**src/rtl/fetch_unit.sv**
```systemverilog
// Instruction fetch stage: owns the PC, talks to variable-latency
// instruction memory, holds a word across stalls, applies redirects.
module fetch_unit #(
  parameter logic [31:0] RESET_PC = 32'h0000_0000
) (
  input  logic        clk,
  input  logic        rst_n,
  input  logic        StallF,
  input  logic        PCSrcD,
  input  logic        JumpD,
  input  logic [31:0] PCBranchD,
  input  logic [31:0] PCJumpD,
  output logic        imem_req,
  output logic [31:0] imem_addr,
  input  logic        imem_ready,
  input  logic [31:0] imem_rdata,
  output logic [31:0] PCF,
  output logic [31:0] InstrF,
  output logic [31:0] PCPlus4F,
  output logic        FetchBusyF,
  output logic        FlushD
);

  typedef enum logic [1:0] {
    S_WAIT = 2'd0,
    S_HOLD = 2'd1,
    S_DROP = 2'd2
  } state_t;

  state_t      state, state_n;
  logic [31:0] pc, pc_n;
  logic [31:0] buf_q, buf_n;
  logic [31:0] redir_pc, redir_n;
  logic        redirect;
  logic [31:0] target;
  logic [31:0] pc_inc;

  assign redirect = JumpD | PCSrcD;
  assign target   = JumpD ? {PCJumpD[31:2], 2'b00}
                          : {PCBranchD[31:2], 2'b00};
  assign pc_inc   = pc + 32'd4;

  assign PCF       = pc;
  assign PCPlus4F  = pc_inc;
  assign imem_addr = pc;

  always_ff @(posedge clk) begin
    if (!rst_n) begin
      state    <= S_WAIT;
      pc       <= RESET_PC;
      buf_q    <= 32'h0;
      redir_pc <= 32'h0;
    end else begin
      state    <= state_n;
      pc       <= pc_n;
      buf_q    <= buf_n;
      redir_pc <= redir_n;
    end
  end

  always_comb begin
    state_n    = state;
    pc_n       = pc;
    buf_n      = buf_q;
    redir_n    = redir_pc;
    imem_req   = 1'b0;
    InstrF     = 32'h0;
    FetchBusyF = 1'b0;
    FlushD     = redirect;
    unique case (state)
      S_WAIT: begin
        imem_req   = 1'b1;
        FetchBusyF = !imem_ready;
        if (imem_ready) begin
          InstrF = imem_rdata;
          if (redirect) begin
            pc_n = target;
          end else if (StallF) begin
            buf_n   = imem_rdata;
            state_n = S_HOLD;
          end else begin
            pc_n = pc_inc;
          end
        end else if (redirect) begin
          redir_n = target;
          state_n = S_DROP;
        end
      end
      S_HOLD: begin
        InstrF = buf_q;
        if (redirect) begin
          pc_n    = target;
          state_n = S_WAIT;
        end else if (!StallF) begin
          pc_n    = pc_inc;
          state_n = S_WAIT;
        end
      end
      S_DROP: begin
        imem_req   = 1'b1;
        FetchBusyF = 1'b1;
        if (redirect) redir_n = target;
        if (imem_ready) begin
          // a redirect arriving with the stale response wins
          pc_n    = redirect ? target : redir_pc;
          state_n = S_WAIT;
        end
      end
      default: state_n = S_WAIT;
    endcase
    if (!rst_n) begin
      imem_req   = 1'b0;
      InstrF     = 32'h0;
      FetchBusyF = 1'b0;
      FlushD     = 1'b0;
    end
  end

endmodule
```
**config.mk**
```make
export PLATFORM = sky130hd
export DESIGN_NAME = fetch_unit
export DESIGN_NICKNAME = d
export VERILOG_FILES = /design/src/rtl/fetch_unit.sv
export SDC_FILE = /design/constraint.sdc
export NUM_CORES = 1
export LEC_CHECK = 0
export CORE_UTILIZATION = 40
export DETAILED_ROUTE_END_ITERATION = 10
export PLACE_DENSITY_LB_ADDON = 0.3
export SETUP_SLACK_MARGIN = 0.5
export SLEW_MARGIN = 20
export SYNTH_ARGS = -nofsm -noshare
export SYNTH_HDL_FRONTEND = slang
export SYNTH_SLANG_ARGS = --single-unit
```
**constraint.sdc**
```tcl
create_clock -name clk -period 2.72 [get_ports clk]
set_input_delay 0.816 -clock clk [delete_from_list [all_inputs] [get_ports clk]]
set_output_delay 0.816 -clock clk [all_outputs]
set_load 0.1 [all_outputs]
```
==> run metrics <==
status=complete, but fails checks; failing checks=setup timing; most numerous cell in the Yosys netlist=nand2_1; Port Buffers=228; first-pass GRT wire length=38000 um; row cnt=42; Post-synth EDFFs=0; # diodes=0; Routed Antenna Nets=0; Clock Latency Late Sink=0.37 ns; syn avg cell area=7.87 um^2; Final period util=1.11; Synth area leader=dfxtp_1; initial antenna violation count=0; Fillers=686; sequential share of the synthesized area=0.356; Tmin final=3.01 ns; post-synth cell types=57; Syn Nets=803; Slowest-stage cell, CP=dfxtp_4; number of CTS-inserted buffers=9; Synth top cells by count=112 x nand2_1, 98 x dfxtp_1, 63 x a22oi_1, 56 x nor2_1, 55 x clkbuf_1; Synth area leaders=dfxtp_1 36%, a22oi_1 8.6%, nand2_1 7.6%; leading register cell type out of synthesis=dfxtp_1; cts hold-fix bufs=0; layout cells sized above 1=0.475; I/O Pins=233; global placer's final weighted congestion=0.891; crit-path cells=nand4_1, buf_6, nor4_4, buf_6, nand4_1, buf_6, xnor2_4, buf_12; Initial DRC Count=970; post-place setup slack=-0.336 ns; Worst Skew=0.0147 ns; synth warn=0; Final Hold Fails=0; CP max FO=5; Worst Max-Slew Pin Slew=0.731 ns; H-tree lvl count=3; relative slew slack=0.512; Area growth syn-to-layout=102%; WL final=28100 um; Crit path top cell by count=buf_6; final setup TNS=-2.74 ns; crit end category=primary output; slowest stage delay, CP=0.38 ns; Slew Viols, Final=0; CTS tree=built; die area=14200 um^2; Synth top area share=0.356; CP delay by family, top=buffers and inverters; largest net degree at the start of global routing=33; Initial Util=0.413; vias in the first global route=7051; Placed Cells=1080; CTS root buffer=clkbuf_16; RSZ-0062 raised after global routing=yes; post-route cell area=11100 um^2; Leakage=4.35 nW; Peak supply drop=0.318 mV; Synth async-reset ratio=0; non-filler instance count after layout=1166; GRT Residual Overflow=0; Post-route DRC=0; setup violators final=19; Max Cap Viol=0; CP Class=reg2out; vias per cell=6.42; die width=119 um; CTS clk-pin slew, worst paths=0.07 ns; Tot Pwr=5.21 mW; FF+latch count, synth=98; Pwr Density=468 nW/um^2; gate count after technology mapping=700; CP required=1.90 ns; Max Freq=333 MHz; DR pass1 iterations=6; Final Worst Setup Slack=-0.287 ns; Core Area=13300 um^2; TritonCTS Sinks=98; CP Launch Type=flip-flop; post-DP HPWL=15800 um; HP Class=reg2reg; vias=7487; gr usage total=0.342; CTS max path bufs=2; Crit path arrival time=2.19 ns; Die H=119 um; Buf+Inv Stages, Crit Path=4; Post-Syn Area=5510 um^2; DP Area=9740 um^2; Layout Nets=1088; WL/cell=24.1 um
==> where the power goes <==
part           total, mW  internal (mW)  switching, mW
clock               1.38          0.780          0.599
sequential          1.61           1.51         0.0993
combinational       2.22          0.766           1.45
total               5.21           3.06           2.15
==> what timing repair did <==
| item | in CTS | in global routing |
|---|---|---|
| cloned | 6 | 0 |
| gates resized for setup | 95 | 28 |
| endpoints found under the setup margin | 124 | 82 |
| pin swaps | 65 | 27 |
| setup buffers | 47 | 17 |
==> layout by cell type (no fill, tap or decap), types with 5 or more instances in the layout <==
| cell | instances |
|---|---|
| a211oi_1 | 5 |
| a21boi_0 | 9 |
| a21o_1 | 5 |
| a21oi_1 | 47 |
| a222oi_1 | 5 |
| a22oi_1 | 31 |
| a22oi_2 | 32 |
| and3_1 | 6 |
| buf_12 | 72 |
| buf_4 | 163 |
| buf_6 | 25 |
| buf_8 | 6 |
| clkbuf_16 | 10 |
| clkdlybuf4s50_1 | 91 |
| dfxtp_1 | 67 |
| dfxtp_2 | 10 |
| dfxtp_4 | 21 |
| inv_1 | 5 |
| nand2_1 | 105 |
| nand2_4 | 7 |
| nand3_1 | 10 |
| nand3_4 | 13 |
| nand4_1 | 12 |
| nor2_1 | 18 |
| nor2_4 | 37 |
| o21ai_0 | 11 |
| o22ai_1 | 12 |
| o2bb2ai_1 | 25 |
| o31a_1 | 5 |
| xnor2_4 | 23 |
==> sequential cells by signal, summed over array words and instances, names as in the netlist <==
register / count
PCF: 32
buf_q: 32
redir_pc: 32
state: 2
==> final timing paths <==
check	startpoint	endpoint	slack, ns	cells after the start
worst max-delay path	PCF[13]$_SDFFE_PN0P_	PCPlus4F[21]	-0.29	8
worst min-delay path	redir_pc[23]$_SDFFE_PN0P_	redir_pc[23]$_SDFFE_PN0P_	0.47	1
worst max register to register	state[0]$_SDFFE_PN0P_	PCF[13]$_SDFFE_PN0P_	0.32	7
worst min register to register	redir_pc[23]$_SDFFE_PN0P_	redir_pc[23]$_SDFFE_PN0P_	0.47	1
==> final cells by class <==
type	count	area, um^2	area share
well taps	176	220	0.0198
inverters	7	56.3	0.00506
repair inverters	1	8.76	0.000787
repair buffers	365	4090	0.367
multi-input cells	503	4400	0.395
flip-flops and latches	98	2050	0.184
clock buffers	16	313	0.0281
==> through the flow <==
stage / utilization / hold slack [ns]
after floorplan: - / 0.427
after global placement: 0.729 / 0.440
after detailed placement: 0.729 / 0.443
after CTS: 0.817 / 0.464
after global routing: 0.834 / 0.477
final: 0.834 / 0.466
==> logic make-up (layout without fill, tap and decap cells) <==
kind of cell	count (synthesis)	after routing	share of synthesized area
flops	98	98	0.356
mux	1	1	0.00182
compound gates	224	224	0.293
simple gates	249	249	0.212
buf+inv	99	389	0.0911
fa+ha+maj	1	1	0.00227
xor+xnor	28	28	0.0445
==> routing by layer <==
layer | share of wire | GRT usage | vias up
li1 | - | - | 3133
met1 | 0.35 | 0.396 | 3533
met2 | 0.48 | 0.582 | 628
met3 | 0.10 | 0.0862 | 193
met4 | 0.064 | 0.173 | 0
met5 | 0 | 0 | -
No activity file was read; power rests on OpenSTA's default activity.
